**config.mk**
```make
export PLATFORM = sky130hd
export DESIGN_NAME = alu_writeback
export DESIGN_NICKNAME = d
export VERILOG_FILES = /design/src/rtl/alu_writeback_pkg.sv /design/src/rtl/wb_io_fifo.sv /design/src/rtl/alu_writeback.sv
export SDC_FILE = /design/constraint.sdc
export NUM_CORES = 1
export LEC_CHECK = 0
export CAP_MARGIN = 5
export CELL_PAD_IN_SITES_DETAIL_PLACEMENT = 0
export CELL_PAD_IN_SITES_GLOBAL_PLACEMENT = 2
export CORE_ASPECT_RATIO = 0.8
export CORE_MARGIN = 3
export CORE_UTILIZATION = 55
export CTS_BUF_LIST = sky130_fd_sc_hd__clkbuf_8
export DETAILED_ROUTE_END_ITERATION = 7
export DONT_BUFFER_PORTS = 1
export GPL_TIMING_DRIVEN = 0
export PLACE_DENSITY = 0.95
export SKIP_CTS_REPAIR_TIMING = 1
export SKIP_LAST_GASP = 1
export SYNTH_ARGS = -nofsm -noshare
export SYNTH_HDL_FRONTEND = slang
export SYNTH_SLANG_ARGS = --single-unit
```
**constraint.sdc**
```tcl
create_clock -name clock -period 6.5 [get_ports clock]
set_clock_uncertainty 0.1 [all_clocks]
set_input_delay 0.65 -clock clock [delete_from_list [all_inputs] [get_ports clock]]
set_output_delay 0.65 -clock clock [all_outputs]
set_load 0.02 [all_outputs]
```
**src/rtl/alu_writeback_pkg.sv**
```systemverilog
// Shared definitions for the ALU write-back path.
// Holds the bank-select encoding and the D operand field positions; the
// operand decoder uses the same definitions so both ends agree.
package alu_writeback_pkg;

    // Destination bank, taken from the top two bits of the D operand.
    typedef enum logic [1:0] {
        WB_BANK_A    = 2'b00,
        WB_BANK_B    = 2'b01,
        WB_BANK_IO   = 2'b10,
        WB_BANK_NONE = 2'b11
    } wb_bank_e;

    // D operand field positions.
    localparam int WB_BANK_HI = 11;
    localparam int WB_BANK_LO = 10;
    localparam int WB_ADDR_HI = 9;
    localparam int WB_ADDR_LO = 0;

endpackage

```
**src/rtl/wb_io_fifo.sv**
```systemverilog
// Single output-port FIFO for the write-back I/O bank.
// A circular buffer with read/write pointers and an occupancy count. Pushes
// to a full FIFO are dropped and raise a sticky overflow flag, unless a pop
// frees a slot in the same cycle.
// Ports:
//   clock, reset       - clock, asynchronous active-high reset
//   push, push_data    - write request and data
//   pop                - consumer ready; ignored while empty
//   valid, head        - FIFO non-empty, oldest entry (0 when empty)
//   overflow           - sticky drop flag
//   overflow_clear     - synchronous clear of overflow (a same-cycle set wins)
module wb_io_fifo
    import alu_writeback_pkg::*;
#(
    parameter int WORD_WIDTH = 36,
    parameter int DEPTH      = 4
) (
    input  logic                  clock,
    input  logic                  reset,
    input  logic                  push,
    input  logic [WORD_WIDTH-1:0] push_data,
    input  logic                  pop,
    output logic                  valid,
    output logic [WORD_WIDTH-1:0] head,
    output logic                  overflow,
    input  logic                  overflow_clear
);

    localparam int PTR_W = $clog2(DEPTH);
    localparam int CNT_W = PTR_W + 1;

    logic [WORD_WIDTH-1:0] r_mem [DEPTH];
    logic [PTR_W-1:0]      r_wr_ptr;
    logic [PTR_W-1:0]      r_rd_ptr;
    logic [CNT_W-1:0]      r_count;
    logic                  r_overflow;

    logic w_full;
    logic w_pop;
    logic w_push;
    logic w_drop;

    assign valid  = (r_count != '0);
    assign w_full = (r_count == CNT_W'(DEPTH));
    assign w_pop  = pop && valid;
    // A pop in the same cycle frees the slot, so a push to a full FIFO lands.
    assign w_push = push && (!w_full || w_pop);
    assign w_drop = push && w_full && !w_pop;

    // Gating keeps io_data at 0 whenever the port is empty, including
    // straight after reset when the storage holds stale words.
    assign head     = valid ? r_mem[r_rd_ptr] : '0;
    assign overflow = r_overflow;

    // NOTE: the storage array has no reset; its contents are only visible
    // through head, which is gated by valid, so resetting it buys nothing.
    always_ff @(posedge clock) begin
        if (w_push) begin
            r_mem[r_wr_ptr] <= push_data;
        end
    end

    always_ff @(posedge clock or posedge reset) begin
        if (reset) begin
            r_wr_ptr   <= '0;
            r_rd_ptr   <= '0;
            r_count    <= '0;
            r_overflow <= 1'b0;
        end else begin
            // Pointers are power-of-two wide, so they wrap naturally.
            if (w_push) r_wr_ptr <= r_wr_ptr + PTR_W'(1);
            if (w_pop)  r_rd_ptr <= r_rd_ptr + PTR_W'(1);
            case ({w_push, w_pop})
                2'b10:   r_count <= r_count + CNT_W'(1);
                2'b01:   r_count <= r_count - CNT_W'(1);
                default: r_count <= r_count;
            endcase
            if (w_drop) begin
                r_overflow <= 1'b1;
            end else if (overflow_clear) begin
                r_overflow <= 1'b0;
            end
        end
    end

endmodule

```
**src/rtl/alu_writeback.sv**
```systemverilog
// Write-back decoder at the consumer end of the ALU result interface.
// Decodes the D operand into A memory, B memory, an I/O port FIFO or
// discard, and issues a one-cycle registered write. I/O writes never stall
// the datapath; a full port FIFO drops the word and flags overflow.
// Ports:
//   clock, reset                 - clock, asynchronous active-high reset
//   in_valid, R_in, op_in, D_in  - ALU result, opcode and destination
//   A_wren/A_addr/A_data         - A memory write port
//   B_wren/B_addr/B_data         - B memory write port
//   io_valid/io_ready/io_data    - per-port output handshake, port p at [p*W +: W]
//   io_overflow/_clear           - sticky per-port drop flags and their clears
//   last_op                      - opcode of the last valid instruction
module alu_writeback
    import alu_writeback_pkg::*;
#(
    parameter int WORD_WIDTH      = 36,
    parameter int OPCODE_WIDTH    = 4,
    parameter int D_OPERAND_WIDTH = 12,
    parameter int MEM_ADDR_WIDTH  = 10,
    parameter int IO_PORT_COUNT   = 4,
    parameter int IO_FIFO_DEPTH   = 4
) (
    input  logic                                  clock,
    input  logic                                  reset,
    input  logic                                  in_valid,
    input  logic [WORD_WIDTH-1:0]                 R_in,
    input  logic [OPCODE_WIDTH-1:0]               op_in,
    input  logic [D_OPERAND_WIDTH-1:0]            D_in,
    output logic                                  A_wren,
    output logic [MEM_ADDR_WIDTH-1:0]             A_addr,
    output logic [WORD_WIDTH-1:0]                 A_data,
    output logic                                  B_wren,
    output logic [MEM_ADDR_WIDTH-1:0]             B_addr,
    output logic [WORD_WIDTH-1:0]                 B_data,
    output logic [IO_PORT_COUNT-1:0]              io_valid,
    input  logic [IO_PORT_COUNT-1:0]              io_ready,
    output logic [IO_PORT_COUNT*WORD_WIDTH-1:0]   io_data,
    output logic [IO_PORT_COUNT-1:0]              io_overflow,
    input  logic [IO_PORT_COUNT-1:0]              io_overflow_clear,
    output logic [OPCODE_WIDTH-1:0]               last_op
);

    // At least one select bit so the slice stays legal with a single port.
    localparam int PORT_SEL_W = (IO_PORT_COUNT > 1) ? $clog2(IO_PORT_COUNT) : 1;

    wb_bank_e                  w_bank;
    logic [MEM_ADDR_WIDTH-1:0] w_addr;
    logic [PORT_SEL_W-1:0]     w_port_sel;
    logic                      w_a_wr;
    logic                      w_b_wr;
    logic                      w_io_wr;
    logic [IO_PORT_COUNT-1:0]  w_io_push;

    assign w_bank     = wb_bank_e'(D_in[WB_BANK_HI:WB_BANK_LO]);
    assign w_addr     = D_in[WB_ADDR_HI:WB_ADDR_LO];
    assign w_port_sel = D_in[PORT_SEL_W-1:0];

    assign w_a_wr  = in_valid && (w_bank == WB_BANK_A);
    assign w_b_wr  = in_valid && (w_bank == WB_BANK_B);
    assign w_io_wr = in_valid && (w_bank == WB_BANK_IO);

    // A/B write ports: address and data only load on a write so they hold
    // their last values while wren is low.
    always_ff @(posedge clock or posedge reset) begin
        if (reset) begin
            A_wren  <= 1'b0;
            A_addr  <= '0;
            A_data  <= '0;
            B_wren  <= 1'b0;
            B_addr  <= '0;
            B_data  <= '0;
            last_op <= '0;
        end else begin
            A_wren <= w_a_wr;
            B_wren <= w_b_wr;
            if (w_a_wr) begin
                A_addr <= w_addr;
                A_data <= R_in;
            end
            if (w_b_wr) begin
                B_addr <= w_addr;
                B_data <= R_in;
            end
            if (in_valid) begin
                last_op <= op_in;
            end
        end
    end

    // One FIFO per output port; the upper address bits of an I/O
    // destination are ignored.
    for (genvar p = 0; p < IO_PORT_COUNT; p++) begin : g_port
        assign w_io_push[p] = w_io_wr &&
                              ((IO_PORT_COUNT == 1) || (w_port_sel == PORT_SEL_W'(p)));

        wb_io_fifo #(
            .WORD_WIDTH (WORD_WIDTH),
            .DEPTH      (IO_FIFO_DEPTH)
        ) u_fifo (
            .clock          (clock),
            .reset          (reset),
            .push           (w_io_push[p]),
            .push_data      (R_in),
            .pop            (io_ready[p]),
            .valid          (io_valid[p]),
            .head           (io_data[p*WORD_WIDTH +: WORD_WIDTH]),
            .overflow       (io_overflow[p]),
            .overflow_clear (io_overflow_clear[p])
        );
    end

endmodule

```
==> run summary, run 1 <==
DRT
--------------------------------------------------------------------------------
Vias per inst                                                               5.93
WL per Instance                                                          28.4 µm
ANT nets after route                                                           0
1st-iter DRT viols                                                          1331
Total Wirelength                                                         62.3 mm
Count of vias placed by the detailed router                                13.0k
Detailed Routing Iterations Pass 1                                             5
Number of remaining DRC errors                                                 0

CLOCKING
--------------------------------------------------------------------------------
Clock sink total                                                             706
Clock tree root driver cell                                         sky130_fd_sc_hd__clkbuf_8
Clock Path Buffers                                                             3
Maximum level of the CTS H-tree                                                3
CTS clk-pin slew, worst paths                                            0.06 ns
TritonCTS buffer count                                                       104
Insertion delay to the later sink of the worst-skew pair                 0.70 ns
CTS tree                                                                    done

POWER
--------------------------------------------------------------------------------
Internal Pwr Total                                                       8400 µW
Worst ir drop on vdd                                                    0.220 mV
Leakage power of the design                                            0.0107 µW
Clk network pwr share                                                      27.5%
NetSw                                                                    4320 µW
Net switching share of the total power                                     34.0%
Register share of total power                                              43.0%
Pwr per Cell Area                                                     409 nW/µm²
Logic pwr share                                                            29.6%

TIMING
--------------------------------------------------------------------------------
Worst-Margin Slew                                                        1.01 ns
TNS Setup                                                                   0 ns
Final hold violations                                                          0
Highest achievable clock rate                                            274 MHz
Crit share post-route                                                      56.1%
Unrepaired setup endpoints after global routing                            false
Final max-slew violation count                                                 0
Final WS setup                                                           2.86 ns
Final min period                                                         3.64 ns
Final setup viols                                                              0
Worst slew margin                                                          32.4%

SETUP PATH
--------------------------------------------------------------------------------
Highest net fanout along the worst path                                       10
Critical path launch point                                          g_port[1].u_fifo.r_count[0]$_DFFE_PP0P_
Sum of buffers and inverters on the critical path                              2
Category of the worst setup path launch point                               flop
Crit path capture type                                               output port
Data arrival time at the worst-slack endpoint                            2.89 ns
CP most frequent cell                                               sky130_fd_sc_hd__clkbuf_1
Critical path data required time                                         5.75 ns
CP Class                                                            flop to output port
Worst reg2reg path startpoint                                       g_port[3].u_fifo.r_count[0]$_DFFE_PP0P_
Cell family with the largest share of critical-path delay           buffers and inverters
Cell with the biggest individual delay on the critical path         sky130_fd_sc_hd__clkbuf_1
Peak per-stage delay on the critical path                                0.74 ns
Cell Chain, Critical Path                                           or3_1 -> clkbuf_1 -> clkbuf_1 -> and2_1

WORST HOLD PATH
--------------------------------------------------------------------------------
Hold Crit Class                                                     input port to flop
Launch instance of the worst min-delay path                          io_ready[3]

SYNTHESIS
--------------------------------------------------------------------------------
Area fraction of the dominant cell type after synthesis                    63.4%
Ys Warns                                                                       0
Area contributors post-synth                                        sky130_fd_sc_hd__edfxtp_1 63%, sky130_fd_sc_hd__dfrtp_1 12%, sky130_fd_sc_hd__mux4_2 12%
Average instance area after synthesis                                   21.1 µm²
Number of synthesized flops with an enable pin                               576
Post-Syn Area                                                          27300 µm²
Main combinational cell family by area after synthesis              multiplexers
Synthesized instance count                                                  1293
Multiplexer area fraction after synthesis                                  16.2%
FFs w/ async S/R, synth                                                    18.4%
Portion of the post-synthesis area used by sequential elements             75.4%
Most common cell in the synthesized netlist                         sky130_fd_sc_hd__edfxtp_1
Top FF cell, synth                                                  sky130_fd_sc_hd__edfxtp_1
Cell variety after synth                                                      26
Simple-gate portion of the synthesized area                                4.57%
Synthesized-area fraction occupied by ao, oa, aoi and oai cells           0.128%
Share of the synthesized netlist area taken by xor and xnor gates         0.771%
Adder and majority cell fraction of the synthesized area                   1.21%
Post-synthesis net count                                                    1380
Cell taking the most area after synthesis                           sky130_fd_sc_hd__edfxtp_1
Ranking of synthesized cells by instance count                      576 x sky130_fd_sc_hd__edfxtp_1, 164 x sky130_fd_sc_hd__and2_1, 144 x sky130_fd_sc_hd__mux4_2, 130 x sky130_fd_sc_hd__dfrtp_1, 96 x sky130_fd_sc_hd__mux2_2
#FFs+latches synth                                                           706

PLACE
--------------------------------------------------------------------------------
Worst setup timing slack at the placement stage                          3.56 ns
Count of port buffers added during placement                                   0
Dpl hpwl                                                                 38.6 mm
Routability Congestion                                                     0.737

FLOORPLANNING
--------------------------------------------------------------------------------
Vert. Die Dim                                                             205 µm
I/O pins                                                                     313
Std-Cell Rows                                                                 72
Initial standard-cell utilization of the core                              56.1%
Chip Width                                                                255 µm
Die area                                                               52300 µm²
Area inside the core boundary                                          48600 µm²

GRT
--------------------------------------------------------------------------------
Maximum number of pins on one net before global-route repair                  72
Number of antenna violations at the first check in global routing              6
Number of global-route vias before repair                                  13.4k
Global-route wire length before repair                                   88.3 mm
Aggregate global routing overflow                                              0
Gr usage total                                                             23.8%

FINAL LAYOUT
--------------------------------------------------------------------------------
Fillers                                                                     3247
Layout-stage area growth over the synthesis result                         13.9%
Final #Nets                                                                 1558
Share of post-route cells with drive strength above 1                      30.3%
Post-route core utilization                                                63.9%

JOB
--------------------------------------------------------------------------------
Max-Cap Viols                                                                  0

OUTCOME
--------------------------------------------------------------------------------
Outcome                                                             finished clean

[layout by cell type, fill, tap and decap left out, types with 6 or more instances in the layout]
cell type and n:
sky130_fd_sc_hd__clkbuf_8 120, sky130_fd_sc_hd__inv_1 60, sky130_fd_sc_hd__buf_12 16, sky130_fd_sc_hd__diode_2 6, sky130_fd_sc_hd__dlygate4sd3_1 55, sky130_fd_sc_hd__xnor2_1 12
sky130_fd_sc_hd__mux2_2 96, sky130_fd_sc_hd__dfrtp_1 130, sky130_fd_sc_hd__and2_1 148, sky130_fd_sc_hd__edfxtp_1 576, sky130_fd_sc_hd__and2_2 16, sky130_fd_sc_hd__xor2_1 12
sky130_fd_sc_hd__mux4_2 144, sky130_fd_sc_hd__clkinv_2 20, sky130_fd_sc_hd__clkinv_1 14, sky130_fd_sc_hd__buf_4 24, sky130_fd_sc_hd__buf_2 15, sky130_fd_sc_hd__ha_1 20
sky130_fd_sc_hd__clkbuf_1 28
[cells by family (layout without fill, tap and decap cells)]
logic type	after synthesis	count (layout)
flip-flops	706	706
multiplexers	248	248
AND/OR/NAND/NOR	190	190
buffers and inverters	97	364
adder cells (fa/ha/maj)	24	24
XOR/XNOR	24	24
AO/OA/AOI/OAI	4	4
other	0	6
[registers in the layout, indices dropped and copies added, names as in the netlist]
register	count
A_wren	1
A_addr	10
B_data	36
B_wren	1
g_port.u_fifo.overflow	4
B_addr	10
last_op	4
g_port.u_fifo.r_mem	576
g_port.u_fifo.r_count	12
A_data	36
g_port.u_fifo.r_rd_ptr	8
g_port.u_fifo.r_wr_ptr	8
[routing by layer]
metal,track usage (%),vias up,part of all wire [%]
met5,0,-,0.021
met4,6.00,2,1.7
met3,8.01,81,9.8
met2,36.9,577,48
met1,33.0,6912,41
li1,-,5445,-
[power groups by stage]
stage          Combinational [µW]  Clock, µW  Sequential (µW)
5_1_grt                      4030       3770             5490
4_1_cts                      3740       3560             5470
6_report                     3760       3490             5460
3_3_place_gp                 3660          0             5550
3_5_place_dp                 3720          0             5550
2_1_floorplan                2910          0             5500
[worst paths after layout]
| path | end | slack (ns) | depth (start not counted) |
|---|---|---|---|
| max | io_data[52] | 2.86 | 4 |
| max in group asynchronous | B_data[14]$_DFFE_PP0P_ | 5.07 | 3 |
| max reg2reg | g_port[3].u_fifo.r_count[2]$_DFFE_PP0P_ | 3.84 | 9 |
| min | g_port[3].u_fifo.r_rd_ptr[1]$_DFFE_PP0P_ | 0.04 | 2 |
| min reg2reg | g_port[2].u_fifo.r_count[2]$_DFFE_PP0P_ | 0.38 | 1 |
| min in group asynchronous | B_addr[1]$_DFFE_PP0P_ | 0.42 | 2 |
[final cells by class]
cell class	count	area, µm²	share of cell area (%)
inverter	30	118	0.379
sequential	706	20500	66.2
buffer	67	360	1.16
antenna	6	15.0	0.0483
clock inverter	75	418	1.35
tap	629	787	2.53
timing repair buffer	72	898	2.89
multi-input combinational	490	6260	20.2
clock buffer	120	1650	5.32
[through the flow]
| stage | instances | hold WS, ns | cell area [µm²] | total power, µW |
|---|---|---|---|---|
| 3_3_place_gp | 1922 | 0.361 | 28100 | 9210 |
| 4_1_cts | 2134 | -0.241 | 30500 | 12800 |
| 5_1_grt | 2193 | 0.00346 | 31100 | 13300 |
| 6_report | 2195 | 0.0353 | 31100 | 12700 |
| 2_1_floorplan | 1293 | 0.347 | 27300 | 8400 |
| 3_5_place_dp | 1939 | 0.363 | 28400 | 9280 |
(Power assumes the default switching activity.)
==> run 2: changes to the inputs <==
CORE_UTILIZATION = 46   (was 55)
PLACE_DENSITY = 0.88   (was 0.95)
clock period = 3 ns   (was 6.5 ns; I/O delays follow)
==> run summary, run 2 (synthesis results as in run 1) <==
SETUP PATH
--------------------------------------------------------------------------------
Critical path data required time                                         2.60 ns   was 5.75 ns
Number of cell instances on the worst register-to-register path                9   unchanged
Data arrival time at the worst-slack endpoint                            2.47 ns   was 2.89 ns
Termination of the worst setup path                                 io_data[115]   was io_data[52]
Critical path launch point                                          g_port[3].u_fifo.r_rd_ptr[1]$_DFFE_PP0P_   was g_port[1].u_fifo.r_count[0]$_DFFE_PP0P_
Crit path capture type                                               output port   unchanged
Highest net fanout along the worst path                                       10   unchanged
Worst reg2reg endpoint                                              g_port[2].u_fifo.r_count[2]$_DFFE_PP0P_   was g_port[3].u_fifo.r_count[2]$_DFFE_PP0P_
Setup slack on the worst flop-to-flop path                               0.38 ns   was 3.84 ns
Category of the worst setup path launch point                               flop   unchanged
CP Class                                                            flop to output port   unchanged
Worst reg2reg path startpoint                                       g_port[2].u_fifo.r_count[0]$_DFFE_PP0P_   was g_port[3].u_fifo.r_count[0]$_DFFE_PP0P_

TIMING
--------------------------------------------------------------------------------
Final hold violations                                                          0   unchanged
Worst-Margin Slew                                                       0.964 ns   was 1.01 ns
Crit share post-route                                                      95.8%
Final setup viols                                                              0   unchanged
Worst slew margin                                                          35.6%   was 32.4%
Unrepaired setup endpoints after global routing                            false   unchanged
Final min period                                                         2.87 ns
Final max-slew violation count                                                 0   unchanged
Highest achievable clock rate                                            348 MHz

POWER
--------------------------------------------------------------------------------
Post-route total power                                                  28300 µW   was 12700 µW
Pwr per Cell Area                                                     895 nW/µm²   was 409 nW/µm²
Leakage power of the design                                            0.0110 µW   was 0.0107 µW
Worst ir drop on vdd                                                    0.449 mV   was 0.220 mV

WORST HOLD PATH
--------------------------------------------------------------------------------
Hold Crit Class                                                     input port to flop   unchanged

FLOORPLANNING
--------------------------------------------------------------------------------
Std-Cell Rows                                                                 79   was 72
Area inside the core boundary                                          58400 µm²   was 48600 µm²
Vert. Die Dim                                                             224 µm   was 205 µm
I/O pins                                                                     313   unchanged
Die area                                                               62300 µm²   was 52300 µm²
Initial standard-cell utilization of the core                              46.7%   was 56.1%
Chip Width                                                                278 µm   was 255 µm

PLACE
--------------------------------------------------------------------------------
Dpl hpwl                                                                 41.8 mm   was 38.6 mm
Routability Congestion                                                     0.713   was 0.737
Cell area reported after detailed placement                            28600 µm²   was 28400 µm²
Count of port buffers added during placement                                   0   unchanged

CLOCKING
--------------------------------------------------------------------------------
Clock tree root driver cell                                         sky130_fd_sc_hd__clkbuf_8   unchanged
Insertion delay to the later sink of the worst-skew pair                 0.70 ns   about the same
Clock Path Buffers                                                             3   unchanged
CTS tree                                                                    done   unchanged
Clock sink total                                                             706   unchanged
CTS clk-pin slew, worst paths                                            0.07 ns   was 0.06 ns
Maximum level of the CTS H-tree                                                3   unchanged
TritonCTS buffer count                                                       109   was 104

FINAL LAYOUT
--------------------------------------------------------------------------------
Top library cells by usage in the layout, fill and taps aside       576 x sky130_fd_sc_hd__edfxtp_1, 144 x sky130_fd_sc_hd__and2_1, 144 x sky130_fd_sc_hd__mux4_2   was 576 x sky130_fd_sc_hd__edfxtp_1, 148 x sky130_fd_sc_hd__and2_1, 144 x sky130_fd_sc_hd__mux4_2
Combined flip-flop and latch cell area                                 20600 µm²   was 20500 µm²
Most common cell after layout, fill and taps aside                  sky130_fd_sc_hd__edfxtp_1   unchanged
Share of post-route cells with drive strength above 1                      31.5%   was 30.3%
Post-route cell area                                                   31600 µm²   was 31100 µm²
Largest regs                                                        g_port.u_fifo.r_mem (576), A_data (36), B_data (36)   unchanged
Number of flip-flops under the largest register name                         576   unchanged
Footprint of the multi-input gates                                      6270 µm²   was 6260 µm²
Post-route core utilization                                                54.2%   was 63.9%
Layout-stage area growth over the synthesis result                         16.0%   was 13.9%
Largest register by flop count                                      g_port.u_fifo.r_mem   unchanged
Final #Nets                                                                 1579   was 1558
Fillers                                                                     4506   was 3247

JOB
--------------------------------------------------------------------------------
Max-Cap Viols                                                                  0   unchanged

DRT
--------------------------------------------------------------------------------
WL per Instance                                                          28.6 µm   was 28.4 µm
Detailed Routing Iterations Pass 1                                             5   unchanged
Count of vias placed by the detailed router                                13.1k   was 13.0k
ANT nets after route                                                           0   unchanged
1st-iter DRT viols                                                          1139   was 1331
Total Wirelength                                                         67.4 mm   was 62.3 mm
Vias per inst                                                               5.57   was 5.93
Number of remaining DRC errors                                                 0   unchanged

GRT
--------------------------------------------------------------------------------
Aggregate global routing overflow                                              0   unchanged
Global-route wire length before repair                                   95.0 mm   was 88.3 mm
Number of global-route vias before repair                                  13.7k   was 13.4k
Maximum number of pins on one net before global-route repair                  42   was 72
Number of antenna violations at the first check in global routing              7   was 6
Gr usage total                                                             21.2%   was 23.8%

OUTCOME
--------------------------------------------------------------------------------
Outcome                                                             finished clean   unchanged

[run 2: cell count changes in the layout (fill, tap and decap cells not counted), moves of 4 or more]
cell and change:
sky130_fd_sc_hd__clkbuf_2 +17, sky130_fd_sc_hd__clkbuf_8 +8, sky130_fd_sc_hd__and2_1 -4, sky130_fd_sc_hd__inv_1 +7, sky130_fd_sc_hd__diode_2 -4, sky130_fd_sc_hd__clkbuf_1 -21, sky130_fd_sc_hd__buf_4 -8, sky130_fd_sc_hd__and2_2 +4
sky130_fd_sc_hd__clkinv_1 +5, sky130_fd_sc_hd__clkinv_2 -10, sky130_fd_sc_hd__buf_6 +6, sky130_fd_sc_hd__dlygate4sd3_1 +14
[run 2: cell type report]
type / instances / area share [%]
diodes: 2 / 0.0158
plain buffers: 67 / 1.35
clock buffers: 128 / 5.57
clock inverters: 79 / 1.51
inverters: 30 / 0.368
multi-input cells: 490 / 19.8
flip-flops and latches: 706 / 64.9
well taps: 769 / 3.04
repair buffers: 88 / 3.38
[run 2: metrics by stage]
stage	hold WS, ns	cells	worst slack (ns)	TNS (ns)
after global routing	0.00942	2358	0.00382	0
after floorplan	0.291	1293	0.526	0
after detailed placement	0.298	2081	0.364	0
final	0.0643	2359	0.125	0
after CTS	-0.497	2288	-0.381	-24.65
after global placement	0.298	2062	-0.649	-296.58
[run 2: how the worst min path moves through the flow]
stage / slack [ns] / endpoint / cells past startpoint / from
2_1_floorplan: 0.29 / g_port[1].u_fifo.overflow$_DFFE_PP0P_ / 1 / io_overflow_clear[1]
6_report: 0.06 / B_data[28]$_DFFE_PP0P_ / 3 / D_in[11]
5_1_grt: 0.009 / B_data[27]$_DFFE_PP0P_ / 3 / D_in[11]
4_1_cts: -0.50 / g_port[1].u_fifo.r_mem[2][25]$_DFFE_PP_ / 0 / R_in[25]
3_3_place_gp: 0.30 / g_port[1].u_fifo.overflow$_DFFE_PP0P_ / 1 / io_overflow_clear[1]
3_5_place_dp: 0.30 / g_port[2].u_fifo.overflow$_DFFE_PP0P_ / 1 / io_overflow_clear[2]
[run 2: critical path, stage by stage, from the launching register on]
cell and delay [ns]:
sky130_fd_sc_hd__dfrtp_1 0.31, sky130_fd_sc_hd__buf_2 0.41, sky130_fd_sc_hd__clkbuf_2 0.41, sky130_fd_sc_hd__mux4_2 0.39, sky130_fd_sc_hd__and2_1 0.25
[run 2: metal layers]
layer | vias up | share of wire [%] | global-route usage, %
li1 | 5475 | - | -
met5 | - | 0.073 | 0
met1 | 7056 | 43 | 29.7
met2 | 530 | 47 | 33.5
met3 | 77 | 8.5 | 6.70
met4 | 8 | 1.1 | 3.90
[run 2: power breakdown]
part / internal [µW] / leakage [µW] / switching, µW / total [µW]
clock network: 4330 / 0.00129 / 3750 / 8080
logic: 3180 / 0.00294 / 5210 / 8400
registers: 11200 / 0.00673 / 676 / 11900
==> run 3: changes to the inputs <==
CORE_UTILIZATION = 51   (was 46)
PLACE_DENSITY = 0.92   (was 0.88)
clock period = 3.04 ns   (was 3 ns; I/O delays follow)
==> run summary, run 3 (synthesis results as in run 1) <==
OUTCOME
--------------------------------------------------------------------------------
Outcome                                                             finished clean   unchanged

TIMING
--------------------------------------------------------------------------------
Crit share post-route                                                      95.8%
Worst-Margin Slew                                                       0.916 ns   was 0.964 ns
Highest achievable clock rate                                            343 MHz
Final WS setup                                                          0.129 ns   was 0.125 ns
Worst slew margin                                                          38.7%   was 35.6%
Final hold violations                                                          0   unchanged
Unrepaired setup endpoints after global routing                            false   unchanged
Final min period                                                         2.91 ns
Final setup viols                                                              0   unchanged
Final max-slew violation count                                                 0   unchanged
WHS                                                                    0.0527 ns   was 0.0643 ns

FINAL LAYOUT
--------------------------------------------------------------------------------
Top library cells by usage in the layout, fill and taps aside       576 x sky130_fd_sc_hd__edfxtp_1, 148 x sky130_fd_sc_hd__and2_1, 144 x sky130_fd_sc_hd__mux4_2   was 576 x sky130_fd_sc_hd__edfxtp_1, 144 x sky130_fd_sc_hd__and2_1, 144 x sky130_fd_sc_hd__mux4_2
Largest regs                                                        g_port.u_fifo.r_mem (576), A_data (36), B_data (36)   unchanged
Final #Nets                                                                 1577   was 1579
Number of flip-flops under the largest register name                         576   unchanged
Share of post-route cells with drive strength above 1                      30.5%   was 31.5%
Post-route core utilization                                                59.5%   was 54.2%
Layout-stage area growth over the synthesis result                         14.9%   was 16.0%
Most common cell after layout, fill and taps aside                  sky130_fd_sc_hd__edfxtp_1   unchanged
Largest register by flop count                                      g_port.u_fifo.r_mem   unchanged
Fillers                                                                     3732   was 4506

CLOCKING
--------------------------------------------------------------------------------
Clock sink total                                                             706   unchanged
CTS clk-pin slew, worst paths                                            0.06 ns   was 0.07 ns
TritonCTS buffer count                                                       108   was 109
Clock Path Buffers                                                             3   unchanged
Clock tree root driver cell                                         sky130_fd_sc_hd__clkbuf_8   unchanged
Maximum level of the CTS H-tree                                                3   unchanged
CTS tree                                                                    done   unchanged
Insertion delay to the later sink of the worst-skew pair                 0.70 ns   about the same

DRT
--------------------------------------------------------------------------------
ANT nets after route                                                           0   unchanged
WL per Instance                                                          27.9 µm   was 28.6 µm
Detailed Routing Iterations Pass 1                                             5   unchanged
Total Wirelength                                                         63.7 mm   was 67.4 mm
1st-iter DRT viols                                                          1185   was 1139
Vias per inst                                                               5.73   was 5.57
Number of remaining DRC errors                                                 0   unchanged
Count of vias placed by the detailed router                                13.1k   about the same

GRT
--------------------------------------------------------------------------------
Maximum number of pins on one net before global-route repair                  41   was 42
Aggregate global routing overflow                                              0   unchanged
Number of global-route vias before repair                                  13.6k   was 13.7k
Gr usage total                                                             22.4%   was 21.2%
Number of antenna violations at the first check in global routing              7   unchanged
Global-route wire length before repair                                   90.5 mm   was 95.0 mm

PLACE
--------------------------------------------------------------------------------
Worst setup timing slack at the placement stage                         0.436 ns   was 0.364 ns
Dpl hpwl                                                                 39.7 mm   was 41.8 mm
Count of port buffers added during placement                                   0   unchanged
Routability Congestion                                                     0.723   was 0.713

WORST HOLD PATH
--------------------------------------------------------------------------------
Hold Crit Class                                                     input port to flop   unchanged

FLOORPLANNING
--------------------------------------------------------------------------------
Vert. Die Dim                                                             213 µm   was 224 µm
I/O pins                                                                     313   unchanged
Initial standard-cell utilization of the core                              51.8%   was 46.7%
Area inside the core boundary                                          52600 µm²   was 58400 µm²
Die area                                                               56300 µm²   was 62300 µm²
Chip Width                                                                265 µm   was 278 µm
Std-Cell Rows                                                                 75   was 79

POWER
--------------------------------------------------------------------------------
Register share of total power                                              43.0%   was 41.8%
Pwr per Cell Area                                                     869 nW/µm²   was 895 nW/µm²
Worst ir drop on vdd                                                    0.396 mV   was 0.449 mV
Net switching share of the total power                                     34.2%   was 34.0%
Clk network pwr share                                                      27.2%   was 28.5%
Logic pwr share                                                            29.9%   was 29.6%
NetSw                                                                    9310 µW   was 9640 µW
Leakage power of the design                                            0.0109 µW   was 0.0110 µW
Internal Pwr Total                                                      17900 µW   was 18700 µW

SETUP PATH
--------------------------------------------------------------------------------
Critical path data required time                                         2.64 ns   was 2.60 ns
Sum of buffers and inverters on the critical path                              2   unchanged
Cell family with the largest share of critical-path delay           simple AND/OR/NAND/NOR gates   was buffers and inverters
Data arrival time at the worst-slack endpoint                            2.51 ns   was 2.47 ns
Highest net fanout along the worst path                                       10   unchanged
Cell with the biggest individual delay on the critical path         sky130_fd_sc_hd__or3_1   was sky130_fd_sc_hd__buf_2
Crit path capture type                                               output port   unchanged
CP Class                                                            flop to output port   unchanged
Category of the worst setup path launch point                               flop   unchanged
CP most frequent cell                                               sky130_fd_sc_hd__clkbuf_2
Cell Chain, Critical Path                                           or3_1 -> clkbuf_2 -> clkbuf_2 -> and2_1   was buf_2 -> clkbuf_2 -> mux4_2 -> and2_1
Peak per-stage delay on the critical path                                0.43 ns   was 0.41 ns

JOB
--------------------------------------------------------------------------------
Max-Cap Viols                                                                  0   unchanged

[run 3: cell types whose count changed in the layout (fill, tap and decap cells not counted), moves of 2 or more]
cell | previous run | this run
sky130_fd_sc_hd__clkbuf_8 | 128 | 115
sky130_fd_sc_hd__clkinv_1 | 19 | 16
sky130_fd_sc_hd__buf_4 | 16 | 21
sky130_fd_sc_hd__buf_6 | 6 | 2
sky130_fd_sc_hd__clkbuf_2 | 17 | 19
sky130_fd_sc_hd__buf_2 | 18 | 15
sky130_fd_sc_hd__and2_1 | 144 | 148
sky130_fd_sc_hd__clkinv_2 | 10 | 15
sky130_fd_sc_hd__inv_1 | 67 | 80
sky130_fd_sc_hd__and2_2 | 20 | 16
sky130_fd_sc_hd__bufinv_16 | 5 | 3
sky130_fd_sc_hd__clkbuf_1 | 7 | 9
[run 3: power groups by stage]
stage               clock network, µW  registers, µW  logic, µW
CTS                              7560          11700       8050
floorplan                           0          11800       6210
finish                           7390          11700       8130
detailed placement                  0          11900       8030
global route                     8030          11700       8700
global placement                    0          11900       7880
[run 3: worst paths after layout]
| kind | cells after the start | endpoint | slack, ns | start |
|---|---|---|---|---|
| setup reg to reg | 9 | g_port[2].u_fifo.r_count[2]$_DFFE_PP0P_ | 0.44 | g_port[2].u_fifo.r_count[0]$_DFFE_PP0P_ |
| hold / removal | 3 | B_data[27]$_DFFE_PP0P_ | 0.05 | D_in[10] |
| setup / recovery | 4 | io_data[140] | 0.13 | g_port[3].u_fifo.r_count[0]$_DFFE_PP0P_ |
| hold reg to reg | 1 | g_port[2].u_fifo.r_count[2]$_DFFE_PP0P_ | 0.38 | g_port[2].u_fifo.r_count[2]$_DFFE_PP0P_ |
| min in group asynchronous | 2 | B_data[27]$_DFFE_PP0P_ | 0.06 | reset |
| max in group asynchronous | 4 | A_data[5]$_DFFE_PP0P_ | 1.92 | reset |
[run 3: through the flow]
stage / cell area [µm²] / cells / setup TNS, ns / total power [µW]
floorplan: 27300 / 1293 / 0 / 18000
global placement: 28100 / 1986 / -215.20 / 19700
detailed placement: 28500 / 2005 / 0 / 19900
CTS: 30600 / 2211 / -15.73 / 27300
global route: 31300 / 2280 / 0 / 28500
finish: 31300 / 2282 / 0 / 27200
[run 3: final cells by class]
| class | count | area (µm²) | area share (%) |
|---|---|---|---|
| Antenna cell | 3 | 7.51 | 0.0240 |
| Timing Repair Buffer | 87 | 1060 | 3.39 |
| Sequential cell | 706 | 20600 | 65.6 |
| Multi-Input combinational cell | 490 | 6260 | 20.0 |
| Inverter | 30 | 116 | 0.371 |
| Clock inverter | 91 | 475 | 1.52 |
| Clock buffer | 115 | 1580 | 5.05 |
| Tap cell | 693 | 867 | 2.77 |
| Buffer | 67 | 399 | 1.27 |
[run 3: routing by layer]
metal	up-vias	global-route usage (%)	part of all wire [%]
li1	5484	-	-
met1	6973	30.9	41
met2	538	35.1	48
met3	69	7.82	9.7
met4	8	4.87	1.3
met5	-	0	0.089
[run 3: worst reg2reg max path, delay by kind of cell (launching register included)]
kind                       cells  cell delay, ns
xor gates and xnor gates       2            0.30
adders and majority gates      2            0.54
buffers and inverters          2            0.15
DFF                            1            0.41
and+or+nand+nor                3            1.04
